### src/rtl/ar_grant_arbiter.sv
// Round-robin owner arbiter for the shared CU config/data-return channel.
// Registers the owner's write channel; steers CU responses to the owner.
module ar_grant_arbiter #(
    parameter int NUM_REQ    = 3,
    parameter int FIFO_WIDTH = 32,
    parameter int DATA_WIDTH = 64
) (
    input  logic                          clk,
    input  logic                          rst,
    input  logic [NUM_REQ-1:0]            req_grant_req,
    output logic [NUM_REQ-1:0]            ar_grant,
    input  logic [NUM_REQ-1:0]            req_wr_req,
    input  logic [NUM_REQ-1:0]            req_addr_vld,
    input  logic [NUM_REQ-1:0]            req_data_out_vld,
    input  logic [NUM_REQ*FIFO_WIDTH-1:0] req_addr,
    input  logic [NUM_REQ*DATA_WIDTH-1:0] req_data_out,
    input  logic [NUM_REQ-1:0]            req_write_interrupt,
    output logic [NUM_REQ-1:0]            ar_ack,
    output logic [NUM_REQ-1:0]            ar_data_in_vld,
    output logic [NUM_REQ-1:0]            ar_ack_data_done,
    output logic                          ar2cu_wr_req,
    output logic                          ar2cu_addr_vld,
    output logic                          ar2cu_data_out_vld,
    output logic [FIFO_WIDTH-1:0]         ar2cu_addr,
    output logic [DATA_WIDTH-1:0]         ar2cu_data_out,
    output logic                          ar2cu_write_interrupt,
    input  logic                          cu2ar_ack,
    input  logic                          cu2ar_data_in_vld,
    input  logic                          cu2ar_ack_data_done,
    output logic                          ar_busy,
    output logic [2:0]                    ar_owner,
    output logic                          ar_err_unsol
);

    typedef enum logic [1:0] {
        IDLE,
        OWNED,
        RELEASE
    } state_t;

    state_t                  state_q, state_d;
    logic [2:0]              rr_q, rr_d;
    logic [NUM_REQ-1:0]      grant_d;
    logic [2:0]              owner_d;
    logic                    busy_d, err_d;
    logic                    wr_d, av_d, dv_d, wi_d;
    logic [FIFO_WIDTH-1:0]   addr_d;
    logic [DATA_WIDTH-1:0]   data_d;

    logic [2*NUM_REQ-1:0]    dbl_req, dbl_oh;
    logic [NUM_REQ-1:0]      rot_req, rot_oh, pick_oh;
    logic                    pick_vld;
    logic [3:0]              pick_sum;
    logic [2:0]              pick_idx;
    logic [2:0]              rr_next;

    logic                    own_req, own_wr, own_av, own_dv, own_wi;
    logic [FIFO_WIDTH-1:0]   own_addr;
    logic [DATA_WIDTH-1:0]   own_data;
    logic                    unsol;

    // Rotate requests so bit 0 is rr_q, take first set bit, rotate back.
    assign dbl_req = {req_grant_req, req_grant_req} >> rr_q;
    assign rot_req = dbl_req[NUM_REQ-1:0];

    always_comb begin
        rot_oh   = '0;
        pick_vld = 1'b0;
        pick_sum = '0;
        for (int i = 0; i < NUM_REQ; i++) begin
            if (!pick_vld && rot_req[i]) begin
                pick_vld  = 1'b1;
                rot_oh[i] = 1'b1;
                pick_sum  = {1'b0, rr_q} + 4'(i);
            end
        end
    end

    assign dbl_oh   = {rot_oh, rot_oh} << rr_q;
    assign pick_oh  = dbl_oh[2*NUM_REQ-1:NUM_REQ];
    assign pick_idx = (pick_sum >= 4'(NUM_REQ)) ?
                      3'(pick_sum - 4'(NUM_REQ)) : pick_sum[2:0];
    assign rr_next  = (ar_owner == 3'(NUM_REQ - 1)) ?
                      3'd0 : ar_owner + 3'd1;

    assign own_req = |(req_grant_req & ar_grant);
    assign own_wr  = |(req_wr_req & ar_grant);
    assign own_av  = |(req_addr_vld & ar_grant);
    assign own_dv  = |(req_data_out_vld & ar_grant);
    assign own_wi  = |(req_write_interrupt & ar_grant);

    always_comb begin
        own_addr = '0;
        own_data = '0;
        for (int k = 0; k < NUM_REQ; k++) begin
            if (ar_grant[k]) begin
                own_addr |= req_addr[k*FIFO_WIDTH +: FIFO_WIDTH];
                own_data |= req_data_out[k*DATA_WIDTH +: DATA_WIDTH];
            end
        end
    end

    // With no owner every strobe counts as unsolicited.
    assign unsol = |((req_wr_req | req_addr_vld | req_data_out_vld)
                     & ~ar_grant);

    always_comb begin
        state_d = state_q;
        rr_d    = rr_q;
        grant_d = ar_grant;
        owner_d = ar_owner;
        busy_d  = ar_busy;
        err_d   = ar_err_unsol | unsol;
        wr_d    = 1'b0;
        av_d    = 1'b0;
        dv_d    = 1'b0;
        wi_d    = 1'b0;
        addr_d  = ar2cu_addr;
        data_d  = ar2cu_data_out;
        unique case (state_q)
            IDLE: begin
                if (pick_vld) begin
                    grant_d = pick_oh;
                    owner_d = pick_idx;
                    busy_d  = 1'b1;
                    state_d = OWNED;
                end
            end
            OWNED: begin
                if (own_req) begin
                    wr_d = own_wr;
                    av_d = own_av;
                    dv_d = own_dv;
                    wi_d = own_wi;
                    if (own_wr || own_av) addr_d = own_addr;
                    if (own_dv) data_d = own_data;
                end else begin
                    grant_d = '0;
                    busy_d  = 1'b0;
                    rr_d    = rr_next;
                    state_d = RELEASE;
                end
            end
            RELEASE: state_d = IDLE;
            default: state_d = IDLE;
        endcase
    end

    always_ff @(posedge clk) begin
        if (!rst) begin
            state_q               <= IDLE;
            rr_q                  <= '0;
            ar_grant              <= '0;
            ar_owner              <= '0;
            ar_busy               <= 1'b0;
            ar_err_unsol          <= 1'b0;
            ar2cu_wr_req          <= 1'b0;
            ar2cu_addr_vld        <= 1'b0;
            ar2cu_data_out_vld    <= 1'b0;
            ar2cu_write_interrupt <= 1'b0;
            ar2cu_addr            <= '0;
            ar2cu_data_out        <= '0;
        end else begin
            state_q               <= state_d;
            rr_q                  <= rr_d;
            ar_grant              <= grant_d;
            ar_owner              <= owner_d;
            ar_busy               <= busy_d;
            ar_err_unsol          <= err_d;
            ar2cu_wr_req          <= wr_d;
            ar2cu_addr_vld        <= av_d;
            ar2cu_data_out_vld    <= dv_d;
            ar2cu_write_interrupt <= wi_d;
            ar2cu_addr            <= addr_d;
            ar2cu_data_out        <= data_d;
        end
    end

    assign ar_ack           = {NUM_REQ{cu2ar_ack}} & ar_grant;
    assign ar_data_in_vld   = {NUM_REQ{cu2ar_data_in_vld}} & ar_grant;
    assign ar_ack_data_done = {NUM_REQ{cu2ar_ack_data_done}} & ar_grant;

endmodule

### config.mk
export PLATFORM = sky130hd
export DESIGN_NAME = ar_grant_arbiter
export DESIGN_NICKNAME = d
export VERILOG_FILES = /design/src/rtl/ar_grant_arbiter.sv
export SDC_FILE = /design/constraint.sdc
export NUM_CORES = 1
export LEC_CHECK = 0
export ABC_AREA = 1
export CAP_MARGIN = 0
export CORE_AREA = 3 3 164 166
export CTS_CLUSTER_DIAMETER = 30
export DETAILED_ROUTE_END_ITERATION = 8
export DIE_AREA = 0 0 167 169
export PLACE_DENSITY = 0.65
export SYNTH_ARGS = -nofsm -noshare
export SYNTH_HDL_FRONTEND = slang
export SYNTH_SLANG_ARGS = --single-unit
export TNS_END_PERCENT = 100
### constraint.sdc
create_clock -name clk -period 2.03 [get_ports clk]
set_clock_uncertainty 0.1 [all_clocks]
set_input_delay 0.609 -clock clk [delete_from_list [all_inputs] [get_ports clk]]
set_output_delay 0.609 -clock clk [all_outputs]
set_load 0.1 [all_outputs]
Word level (Yosys, flattened, before mapping)
Cells that the tools add are included.
{"block": "word_totals", "in_bits": 308, "register_bits": 113, "wordCells": 86}
{"block": "classes", "order_cmp": 1, "n_reduce_logical": 20, "add_sub_neg": 4, "eq_ne": 4, "n_shift": 2, "muxes": 25, "bitwise": 18}
{"cell": "$mux W64", "n": 3}
{"cell": "$or A64 B64 Y64", "n": 2}
{"cell": "$mux W32", "n": 3}
{"cell": "$or A32 B32 Y32", "n": 2}
{"cell": "$and A3 B3 Y3", "n": 9}
{"cell": "$reduce_or A3 Y1", "n": 6}
{"cell": "$mux W3", "n": 5}
{"cell": "$reduce_and A3 Y1", "n": 4}
{"cell": "$mux W4", "n": 2}
{"cell": "$mux W1", "n": 7}
{"cell": "$or A3 B3 Y3", "n": 2}
{"cell": "$pmux W3 S2", "n": 1}
{"cell": "$reduce_and A2 Y1", "n": 3}
{"cell": "$shl A6 B3 Y6", "n": 1}
{"cell": "$shr A6 B3 Y3", "n": 1}
{"cell": "$add A3 B1 Y4 const B", "n": 1}
{"cell": "$add A3 B2 Y4 const B", "n": 1}
{"cell": "$ge A4 B2 Y1 const B", "n": 1}
{"cell": "$mux W2", "n": 2}
{"cell": "$ne A2 B2 Y1 const B", "n": 2}
{"cell": "$pmux W2 S2", "n": 1}
{"cell": "$add A3 B1 Y3 const B", "n": 1}
{"cell": "$eq A3 B2 Y1 const B", "n": 1}
{"cell": "$not A3 Y3", "n": 1}
{"cell": "10 further kinds", "n": 12}

Longest topological paths before layout
Gate-level depths: netlist (run 1).
{"block": "depth", "depth_word": 11, "ltp_mapped": 19, "mapped_depth_nobuf": 19}

Least setup slack after synthesis (run 1)
OpenSTA, ideal clock, no wires.
{"block": "synth_path", "path_kind": "register to output", "startpoint": "register ar_grant[1]", "endpoint": "output ar_ack[1]", "path_stages_with_launch": 6, "slack_ns": -1.119, "arrival_ns": 2.440, "cell_sequence": "dfxtp_1 buf_2 clkbuf_1 clkbuf_1 nand2_1 inv_1"}
{"block": "synth_via", "elab_chain_cells": 1}
{"element": "start: declaration", "line": "11", "text": "output logic [NUM_REQ-1:0] ar_grant,"}
{"element": "start signal: assignment", "line": "166", "text": "ar_grant <= grant_d;"}
{"element": "$and A3 B3 Y3", "line": "179", "text": "assign ar_ack = {NUM_REQ{cu2ar_ack}} & ar_grant;"}
{"element": "end: declaration", "line": "18", "text": "output logic [NUM_REQ-1:0] ar_ack,"}
No other way between the ends.

Worst setup path after layout (run 1)
{"block": "layout_path", "startpoint": "input req_grant_req[2]", "endpoint": "register ar_owner[0]"}
{"block": "layout_via", "elab_chain_cells": 10}
{"element": "start: declaration", "line": "10", "text": "input logic [NUM_REQ-1:0] req_grant_req,"}
{"element": "$shr A6 B3 Y3 (*)", "line": "63", "text": "assign dbl_req = {req_grant_req, req_grant_req} >> rr_q;"}
{"element": "$mux W1", "line": "71", "text": "if (!pick_vld && rot_req[i]) begin"}
{"element": "$logic_not A1 Y1", "line": "71"}
{"element": "$logic_and A1 B1 Y1", "line": "71"}
{"element": "$mux W1", "line": "71"}
{"element": "$logic_not A1 Y1", "line": "71"}
{"element": "$logic_and A1 B1 Y1", "line": "71"}
{"element": "$mux W4", "line": "71"}
{"element": "$ge A4 B2 Y1 or $sub A3 B2 Y3 (tied branches)", "line": "81, 82"}
{"element": "$mux W3", "line": "81", "text": "assign pick_idx = (pick_sum >= 4'(NUM_REQ)) ?"}
{"element": "end signal: assignment", "line": "167", "text": "ar_owner <= owner_d;"}
{"element": "end: declaration", "line": "31", "text": "output logic [2:0] ar_owner,"}
Mark *: on every way between the ends. The rest lies on a longest branch, timed or not.
A chain may end at the register's enable or synchronous reset.

==> results of run 1 <==
## metal layers
metal	vias to the layer above	wire, µm
met3	40	2300
met5	-	0
met2	325	13900
met4	0	709
li1	3902	-
met1	3683	10700
## sequential cells by signal, indices dropped and copies added, names as in the netlist, 2 cells and up
| name | cells |
|---|---|
| ar2cu_data_out | 64 |
| ar2cu_addr | 32 |
| ar_grant | 3 |
| ar_owner | 3 |
| rr_q | 3 |
| state_q | 2 |
## metrics by stage
step,setup slack [ns],area [µm²],std cells,setup TNS (ns)
final,-0.0657,13000,1686,-0.104
after global routing,-0.145,13000,1686,-0.345
after CTS,0.00287,12900,1681,0
after detailed placement,-0.873,12300,1645,-52.95
after global placement,-0.771,12300,1645,-48.75
after floorplan,-0.0788,6320,907,-0.367
## cells by family after synthesis
kind of cell / count (synthesis)
buffers and inverters: 101
adders and majority gates: 3
AOI/OAI and AO/OA: 217
xor gates and xnor gates: 2
DFF: 113
and+or+nand+nor: 471
## cell type report
class / instances / area [µm²] / share of cell area
inverters: 32 / 171 / 0.0132
clock inverters: 8 / 55.1 / 0.00423
repair buffers: 482 / 5980 / 0.459
clock buffers: 23 / 488 / 0.0375
flip-flops and latches: 113 / 2280 / 0.175
well taps: 335 / 419 / 0.0322
multi-input cells: 693 / 3620 / 0.278
## what timing repair did
action | CTS | global route
setup endpoints to repair | 111 | 24
pin swaps | 11 | 3
buffers inserted | 5 | 5
gates resized for setup | 40 | 20
## layout by cell type (no fill, tap or decap), drive strengths merged, types with 4 or more instances in the layout
master | netlist | layout
nor2 | 21 | 21
clkbuf | 54 | 25
clkdlybuf4s50 | 0 | 301
a21oi | 75 | 75
o21ai | 38 | 38
clkinvlp | 0 | 14
buf | 15 | 176
dfxtp | 113 | 113
clkinv | 1 | 4
nand2 | 422 | 422
inv | 31 | 22
a31o | 64 | 64
a41oi | 32 | 32
nor3 | 6 | 6
nand3 | 22 | 22
## critical path, stage by stage
cell and delay, ns:
clkdlybuf4s15_2 0.24, nand2_2 0.10, nand3_2 0.11, nand3_4 0.11, nand2_4 0.08, inv_4 0.08
nand2_4 0.06, nor2_4 0.10, nand2_1 0.05, nand2_1 0.07, inv_2 0.05, ha_4 0.16
inv_4 0.06, nand3_4 0.09, o21bai_1 0.15, nand3_1 0.08, nand2_1 0.06, inv_1 0.04
## report_power, final
part | switching [mW] | leakage [nW] | internal, mW
logic | 3.60 | 3.50 | 2.58
clock network | 1.06 | 0.258 | 1.68
registers | 0.247 | 0.917 | 2.40
## path summary, 6_finish.rpt
check	startpoint	end	slack, ns	depth (start not counted)
max	req_grant_req[2]	ar_owner[0]	-0.07	18
min	ar2cu_data_out[53]	ar2cu_data_out[53]	0.40	2
max reg2reg	rr_q[0]	ar_owner[0]	-0.03	18
min reg2reg	ar2cu_data_out[53]	ar2cu_data_out[53]	0.40	2
==> qor.yml, run 1 <==
status:
  status: "finished with violations"
  violations: "setup timing"
global_routing:
  use_met1: 0.221
  antenna_found_initial: 0
  grt_use_met3: 0.0593
  grt-busiest-layer: "met2"
  grt_pass1_wl_um: 42400
  grt-ovfl-total: 0
  met2_usage: 0.321
  grt_start_max_net_pins: 63
  grt_pass1_vias: 7747
  grt_usage: 0.187
yosys:
  syn_area_per_cell_um2: 6.70
  yosysWarnings: 0
  synth-xor-area-share: 0.00288
  yosys-top-cells-count: "nand2_1, dfxtp_1, a21oi_1"
  ys_types: 32
  synthAdderAreaFrac: 0.00618
  yosysTopAreaCellShare: 0.372
  ys_ff_latch: 113
  synth_simple_gate_area_frac: 0.310
  netlist_instances: 907
  synth_fp_nets: 1218
  synth_compound_area_frac: 0.243
  ys_seq_area_frac: 0.372
  async_flop_share: 0
  synth_edf_count: 0
  synth_area_leaders: "dfxtp_1, nand2_1, a31o_2"
  muxShareOfSynthArea: 0
  synth_top_family_by_area: "simple AND/OR/NAND/NOR gates"
  synth_most_common_cell: "nand2_1"
  syn_area_mm2: 0.00608
  yosys.area.top_type: "dfxtp_1"
  synthFlopType: "dfxtp_1"
sta:
  tightest_slew_ns: 0.573
  relSlewSlack: 0.618
  finalMaxSlewViolations: 0
  finalHoldViolCount: 0
  hold_slack_ns: 0.396
  finalSetupViolCount: 2
  min_period_ns: 2.10
  finalCritPeriodShare: 1.03
  fmax_ghz: 0.477
  grt_setup_unrepaired: "yes"
  setup_slack_ns: -0.0657
clock_tree:
  clockBufferDepth: 2
  root_buffer: "clkbuf_16"
  clk_latency_ns: 0.40
  clkSlewWorstSetupHoldPaths_ns: 0.06
  clock_sinks: 113
  cts_max_level: 4
  cts_tree: "done"
  cts_hold_buffers: 0
  cts_made_buffers: 17
place:
  io_buffers: 424
  dp_hpwl_um: 21000
  place_congestion: 0.852
worst_setup_path:
  critPathLaunchType: "input pin"
  worstSetupPathType: "in2reg"
  required_ns: 2.23
  crit_arrival_ns: 2.30
  endpoint_kind: "flop"
  cp_max_fo: 4
routing:
  drt_iter0_markers: 379
  num_vias: 7950
  dr.pass1.iters: 7
  wl_um: 27600
  wire_per_inst_um: 16.4
  vias_per_cell: 4.72
  antenna_left: 0
  drc_errors: 0
cells_and_area:
  fillers: 2433
  fin_util: 0.505
  final_nets: 1650
  drive_gt1_frac: 0.259
  diodes: 0
  syn_to_final_growth_pct: 114
power_and_ir_drop:
  p_leak_nw: 4.67
  pwr_density_cell_mw_per_mm2: 889
  ir_drop_mv: 0.901
  power_mw: 11.6
die:
  die_w_um: 167
  boundaryPins: 425
  die_area_mm2: 0.0282
  initial_core_util: 0.236
  coreArea_mm2: 0.0258
  die_h_um: 169
  placementRows: 59
flow_run:
  cap_violations: 0
min_path:
  hold_path.class: "reg2reg"
No activity file was read; power rests on OpenSTA's default activity.
==> inputs of run 2 (changes only) <==
--- a/config.mk
+++ b/config.mk
@@ -11,7 +11,8 @@
 export CTS_CLUSTER_DIAMETER = 30
 export DETAILED_ROUTE_END_ITERATION = 8
 export DIE_AREA = 0 0 167 169
-export PLACE_DENSITY = 0.65
+export PLACE_DENSITY = 0.66
+export SKIP_LAST_GASP = 1
 export SYNTH_ARGS = -nofsm -noshare
 export SYNTH_HDL_FRONTEND = slang
 export SYNTH_SLANG_ARGS = --single-unit
==> qor.yml, run 2 (synthesis gave the netlist of run 1 again) <==
sta:
  finalSetupViolCount: 2  # unchanged
  tightest_slew_ns: 0.551  # was 0.573 ns
  finalCritPeriodShare: 1.06  # was 1.03
  finalMaxSlewViolations: 0  # unchanged
  fmax_ghz: 0.465  # was 0.477 GHz
  finalSetupTns_ns: -0.206  # was -0.104 ns
  setup_slack_ns: -0.119  # was -0.0657 ns
  grt_setup_unrepaired: "yes"  # unchanged
  relSlewSlack: 0.632  # was 0.618
  min_period_ns: 2.15  # was 2.10 ns
  finalHoldViolCount: 0  # unchanged
die:
  initial_core_util: 0.236  # unchanged
  coreArea_mm2: 0.0258  # unchanged
  die_w_um: 167  # unchanged
  die_h_um: 169  # unchanged
  boundaryPins: 425  # unchanged
  placementRows: 59  # unchanged
  die_area_mm2: 0.0282  # unchanged
worst_setup_path:
  crit_arrival_ns: 2.36  # was 2.30 ns
  critPathLaunchType: "flop"  # was input pin
  critPathSlowestCell: "dfxtp_4"  # was clkdlybuf4s15_2
  path_buf_inv: 5  # unchanged
  required_ns: 2.24  # was 2.23 ns
  worstSetupPathType: "reg2reg"  # was in2reg
  max_stage_delay_ns: 0.36  # was 0.24 ns
  cp_max_fo: 4  # unchanged
  cpLargestDelayFamily: "simple AND/OR/NAND/NOR gates"  # unchanged
  worstPathCellList: "buf_12 -> nand2_4 -> nand3_2 -> nand3_2 -> nand2_4 -> inv_4 -> nand2_4 -> nor2_4 -> nand2_1 -> nand2_1 -> inv_2 -> ha_4 -> inv_4 -> nand3_4 -> o21bai_1 -> nand3_1 -> nand2_1 -> inv_1"  # was clkdlybuf4s15_2 -> nand2_2 -> nand3_2 -> nand3_4 -> nand2_4 -> inv_4 -> nand2_4 -> nor2_4 -> nand2_1 -> nand2_1 -> inv_2 -> ha_4 -> inv_4 -> nand3_4 -> o21bai_1 -> nand3_1 -> nand2_1 -> inv_1
  r2r_start: "rr_q[0]"  # unchanged
  startpoint: "rr_q[0]"  # was req_grant_req[2]
  endpoint_kind: "flop"  # unchanged
cells_and_area:
  largest_register_ff_count: 64  # unchanged
  final_common_cell: "nand2_1"  # unchanged
  syn_to_final_growth_pct: 118  # was 114%
  fillers: 2460  # was 2,433
  fin_area_mm2: 0.0133  # was 0.0130 mm²
  top_regs: "ar2cu_data_out (64), ar2cu_addr (32)"  # unchanged
  drive_gt1_frac: 0.268  # was 0.259
  regMostFlops: "ar2cu_data_out"  # unchanged
  final_cell_mix: "nand2_1, clkdlybuf4s50_1, buf_12, dfxtp_1, a21oi_1"  # unchanged
  final_nets: 1666  # was 1,650
status:
  violations: "setup timing"  # unchanged
  status: "finished with violations"  # unchanged
routing:
  drt_iter0_markers: 392  # was 379
  drc_errors: 0  # unchanged
  antenna_left: 0  # unchanged
  dr.pass1.iters: 4  # was 7
  wire_per_inst_um: 17.3  # was 16.4 µm
  wl_um: 29500  # was 27,600 µm
  vias_per_cell: 4.73  # was 4.72
  num_vias: 8061  # was 7,950
clock_tree:
  clk_latency_ns: 0.41  # was 0.40 ns
  root_buffer: "clkbuf_16"  # unchanged
  cts_max_level: 4  # unchanged
  clock_sinks: 113  # unchanged
  cts_made_buffers: 17  # unchanged
  clockBufferDepth: 2  # unchanged
  cts_tree: "done"  # unchanged
  clkSlewWorstSetupHoldPaths_ns: 0.06  # about the same
place:
  io_buffers: 424  # unchanged
  place_congestion: 0.907  # was 0.852
  dp_hpwl_um: 23000  # was 21,000 µm
  dpl_cell_area_mm2: 0.0124  # was 0.0123 mm²
power_and_ir_drop:
  ir_drop_mv: 0.554  # was 0.901 mV
  pwr_density_cell_mw_per_mm2: 918  # was 889 mW/mm²
  p_leak_nw: 4.83  # was 4.67 nW
global_routing:
  grt_start_max_net_pins: 49  # was 63
  grt_usage: 0.198  # was 0.187
  grt-ovfl-total: 0  # unchanged
  antenna_found_initial: 0  # unchanged
  grt_pass1_vias: 7990  # was 7,747
  grt_pass1_wl_um: 44300  # was 42,400 µm
min_path:
  worstHoldStart: "ar2cu_data_out[22]"  # was ar2cu_data_out[53]
  hold_path.class: "reg2reg"  # unchanged
flow_run:
  cap_violations: 0  # unchanged
==> run 2: changes by cell type in the layout (fill, tap and decap cells not counted), sizes merged <==
| cell | change |
|---|---|
| diode | +1 |
| dlygate4sd2 | +1 |
| buf | +16 |
| bufinv | +3 |
| clkbuf | -3 |
| clkinv | +3 |
| clkinvlp | -3 |
==> run 2: layout make-up <==
| cell class | instances | area, µm² | area share |
|---|---|---|---|
| antenna | 1 | 2.50 | 0.000189 |
| clock inverter | 11 | 150 | 0.0113 |
| multi-input combinational | 693 | 3620 | 0.273 |
| tap | 335 | 419 | 0.0316 |
| inverter | 32 | 165 | 0.0124 |
| clock buffer | 21 | 493 | 0.0372 |
| timing repair buffer | 498 | 6140 | 0.463 |
| sequential | 113 | 2280 | 0.172 |
==> run 2: final timing paths <==
check                  endpoint  slack [ns]  depth (start not counted)
max                 ar_owner[0]       -0.12                         18
min          ar2cu_data_out[22]        0.40                          2
max reg2reg         ar_owner[0]       -0.12                         18
min reg2reg  ar2cu_data_out[22]        0.40                          2
==> run 2: metal layers <==
metal  part of all wire  vias to the layer above  track usage
met4              0.022                        0       0.0642
met2               0.50                      351        0.345
li1                   -                     3939            -
met1               0.40                     3735        0.231
met5                  0                        -            0
met3              0.083                       36       0.0656
==> run 2: report_power, final <==
part	leakage (nW)	switching, mW	total (mW)	internal (mW)
Sequential	0.916	0.215	2.61	2.39
Combinational	3.60	3.71	6.35	2.64
Clock	0.310	1.12	3.23	2.11
Total	4.83	5.04	12.2	7.15
==> run 2: worst register-to-register path: stages (launching register included) <==
cell      delay (ns)
dfxtp_4         0.36
buf_12          0.14
nand2_4         0.06
nand3_2         0.08
nand3_2         0.10
nand2_4         0.09
inv_4           0.08
nand2_4         0.06
nor2_4          0.11
nand2_1         0.07
nand2_1         0.08
inv_2           0.05
ha_4            0.16
inv_4           0.06
nand3_4         0.09
o21bai_1        0.16
nand3_1         0.10
nand2_1         0.07
inv_1           0.04
==> run 2: what timing repair did <==
item | in CTS | in global routing
resized for setup | 30 | 21
hold buffers | 0 | 0
pin swaps | 7 | 10
setup buffers | 6 | 8
hold endpoints to repair | 0 | 0
endpoints found under the setup margin | 106 | 18
==> run 2: through the flow <==
step	std cells	total power, mW	util	setup slack [ns]	hold slack (ns)
floorplan	907	6.01	-	-0.0788	0.451
global placement	1657	8.41	0.481	-0.775	0.388
detailed placement	1657	8.49	0.481	-0.913	0.391
CTS	1695	12.0	0.509	-0.0816	0.401
global route	1703	12.9	0.515	-0.263	0.415
finish	1704	12.2	0.515	-0.119	0.399
==> inputs of run 3 (changes only) <==
--- a/config.mk
+++ b/config.mk
@@ -11,8 +11,7 @@
 export CTS_CLUSTER_DIAMETER = 30
 export DETAILED_ROUTE_END_ITERATION = 8
 export DIE_AREA = 0 0 167 169
-export PLACE_DENSITY = 0.66
-export SKIP_LAST_GASP = 1
+export PLACE_DENSITY_LB_ADDON = 0.25
 export SYNTH_ARGS = -nofsm -noshare
 export SYNTH_HDL_FRONTEND = slang
 export SYNTH_SLANG_ARGS = --single-unit
==> constraint.sdc (replaced) <==
create_clock -name clk -period 1.8 [get_ports clk]
set_clock_uncertainty 0.1 [all_clocks]
set_input_delay 0.54 -clock clk [delete_from_list [all_inputs] [get_ports clk]]
set_output_delay 0.54 -clock clk [all_outputs]
set_load 0.1 [all_outputs]
==> qor.yml, run 3 (synthesis gave the netlist of run 1 again) <==
power_and_ir_drop:
  ir_drop_mv: 0.948  # was 0.554 mV
  power_mw: 14.2  # was 12.2 mW
  p_leak_nw: 5.10  # was 4.83 nW
  netSwitchingFraction: 0.414  # about the same
  internal_power_mw: 8.29  # was 7.15 mW
  power_frac_seq: 0.208  # was 0.214
  power_switching_mw: 5.86  # was 5.04 mW
  pwr_density_cell_mw_per_mm2: 1010  # was 918 mW/mm²
  clkPwrFrac: 0.263  # was 0.265
  combPwrFrac: 0.529  # was 0.521
global_routing:
  grt_pass1_wl_um: 44000  # was 44,300 µm
  antenna_found_initial: 0  # unchanged
  grt-ovfl-total: 0  # unchanged
  grt_start_max_net_pins: 92  # was 49
  grt_usage: 0.197  # was 0.198
  grt_pass1_vias: 7884  # was 7,990
worst_setup_path:
  critPathLaunchType: "flop"  # unchanged
  worst_path_most_repeated_cell: "nand2_1"
  critPathSlowestCell: "dfxtp_4"  # unchanged
  worstSetupPathType: "reg2reg"  # unchanged
  r2r_slack_ns: -0.25  # was -0.12 ns
  worstPathCellList: "inv_1 -> nand3_2 -> nand3_2 -> nand2_4 -> inv_4 -> nand2_4 -> nor2_4 -> nand2_1 -> nand2_1 -> inv_2 -> ha_4 -> inv_4 -> nand3_4 -> o21bai_1 -> nand3_1 -> nand2_1 -> inv_1"  # was buf_12 -> nand2_4 -> nand3_2 -> nand3_2 -> nand2_4 -> inv_4 -> nand2_4 -> nor2_4 -> nand2_1 -> nand2_1 -> inv_2 -> ha_4 -> inv_4 -> nand3_4 -> o21bai_1 -> nand3_1 -> nand2_1 -> inv_1
  cp_max_fo: 4  # unchanged
  endpoint_kind: "flop"  # unchanged
  required_ns: 2.00  # was 2.24 ns
  crit_arrival_ns: 2.25  # was 2.36 ns
  max_stage_delay_ns: 0.36  # about the same
routing:
  wire_per_inst_um: 18.0  # was 17.3 µm
  antenna_left: 0  # unchanged
  dr.pass1.iters: 4  # unchanged
  num_vias: 8066  # was 8,061
  drt_iter0_markers: 347  # was 392
  wl_um: 30900  # was 29,500 µm
  drc_errors: 0  # unchanged
  vias_per_cell: 4.70  # was 4.73
cells_and_area:
  largest_register_ff_count: 64  # unchanged
  fin_util: 0.544  # was 0.515
  drive_gt1_frac: 0.314  # was 0.268
  diodes: 0  # was 1
  fin_area_mm2: 0.0140  # was 0.0133 mm²
  regMostFlops: "ar2cu_data_out"  # unchanged
  final_nets: 1678  # was 1,666
  final_cell_mix: "nand2_1, clkdlybuf4s50_1, buf_12, dfxtp_1, a31o_2"  # was nand2_1, clkdlybuf4s50_1, buf_12, dfxtp_1, a21oi_1
  syn_to_final_growth_pct: 131  # was 118%
  top_regs: "ar2cu_data_out (64), ar2cu_addr (32)"  # unchanged
  final_common_cell: "nand2_1"  # unchanged
place:
  io_buffers: 424  # unchanged
  dp_hpwl_um: 21400  # was 23,000 µm
  place_congestion: 0.829  # was 0.907
  dpl_cell_area_mm2: 0.0123  # was 0.0124 mm²
die:
  coreArea_mm2: 0.0258  # unchanged
  die_area_mm2: 0.0282  # unchanged
  boundaryPins: 425  # unchanged
  die_h_um: 169  # unchanged
  die_w_um: 167  # unchanged
  initial_core_util: 0.236  # unchanged
  placementRows: 59  # unchanged
sta:
  tightest_slew_ns: 0.457  # was 0.551 ns
  grt_setup_unrepaired: "yes"  # unchanged
  setup_slack_ns: -0.247  # was -0.119 ns
  fmax_ghz: 0.489  # was 0.465 GHz
  finalCritPeriodShare: 1.14  # was 1.06
  finalHoldViolCount: 0  # unchanged
  relSlewSlack: 0.695  # was 0.632
  min_period_ns: 2.05  # was 2.15 ns
  finalMaxSlewViolations: 0  # unchanged
  finalSetupViolCount: 12  # was 2
status:
  violations: "setup timing"  # unchanged
  status: "finished with violations"  # unchanged
clock_tree:
  clock_sinks: 113  # unchanged
  clkSlewWorstSetupHoldPaths_ns: 0.06  # about the same
  clk_latency_ns: 0.40  # was 0.41 ns
  cts_max_level: 4  # unchanged
  root_buffer: "clkbuf_16"  # unchanged
  cts_made_buffers: 17  # unchanged
  cts_hold_buffers: 0  # unchanged
  cts_tree: "done"  # unchanged
  clockBufferDepth: 2  # unchanged
min_path:
  hold_path.class: "reg2reg"  # unchanged
flow_run:
  cap_violations: 0  # unchanged
run 3: layer usage:
layer / vias up / global-route usage / wire, µm
li1: 3960 / - / -
met1: 3774 / 0.230 / 12400
met2: 295 / 0.353 / 15700
met3: 37 / 0.0549 / 2070
met4: 0 / 0.0592 / 651
met5: - / 0 / 0
run 3: path summary, 6_finish.rpt:
| check | from | to | depth (start not counted) |
|---|---|---|---|
| setup / recovery | rr_q[1] | ar_owner[0] | 17 |
| hold / removal | ar2cu_data_out[5] | ar2cu_data_out[5] | 2 |
| setup reg to reg | rr_q[1] | ar_owner[0] | 17 |
| hold reg to reg | ar2cu_data_out[5] | ar2cu_data_out[5] | 2 |
run 3: critical path, delay by kind of cell, from the launching register on:
kind | cells | cell delay, ns
compound gates | 1 | 0.14
simple gates | 10 | 0.81
fa+ha+maj | 1 | 0.15
buf+inv | 5 | 0.37
flops | 1 | 0.36
run 3: cell type report:
cell class,count,area [µm²]
Fill cell,2314,11700
Tap cell,335,419
Inverter,32,183
Clock buffer,22,507
Clock inverter,10,145
Multi-Input combinational cell,693,3950
Timing Repair Buffer,510,6530
Sequential cell,113,2280
run 3: power groups by stage:
stage | Combinational, mW | Sequential, mW | Clock (mW)
after detailed placement | 6.40 | 3.02 | 0
final | 7.49 | 2.94 | 3.72
after global routing | 8.00 | 2.96 | 3.92
after CTS | 7.01 | 2.93 | 3.80
after floorplan | 3.04 | 3.76 | 0
after global placement | 6.34 | 3.01 | 0
run 3: repair_timing:
action / CTS / global route
pin swaps: 14 / 14
buffers inserted: 20 / 7
cloned: 2 / 11
setup endpoints to repair: 115 / 96
resized for setup: 75 / 101
run 3: stage by stage:
step / instances / setup WS (ns) / hold WS (ns) / setup TNS [ns]
after CTS: 1698 / -0.218 / 0.399 / -1.29
after detailed placement: 1644 / -1.02 / 0.392 / -70.99
after global routing: 1715 / -0.378 / 0.412 / -2.82
final: 1715 / -0.247 / 0.398 / -1.22
after floorplan: 907 / -0.240 / 0.451 / -2.23
after global placement: 1644 / -0.948 / 0.387 / -70.17
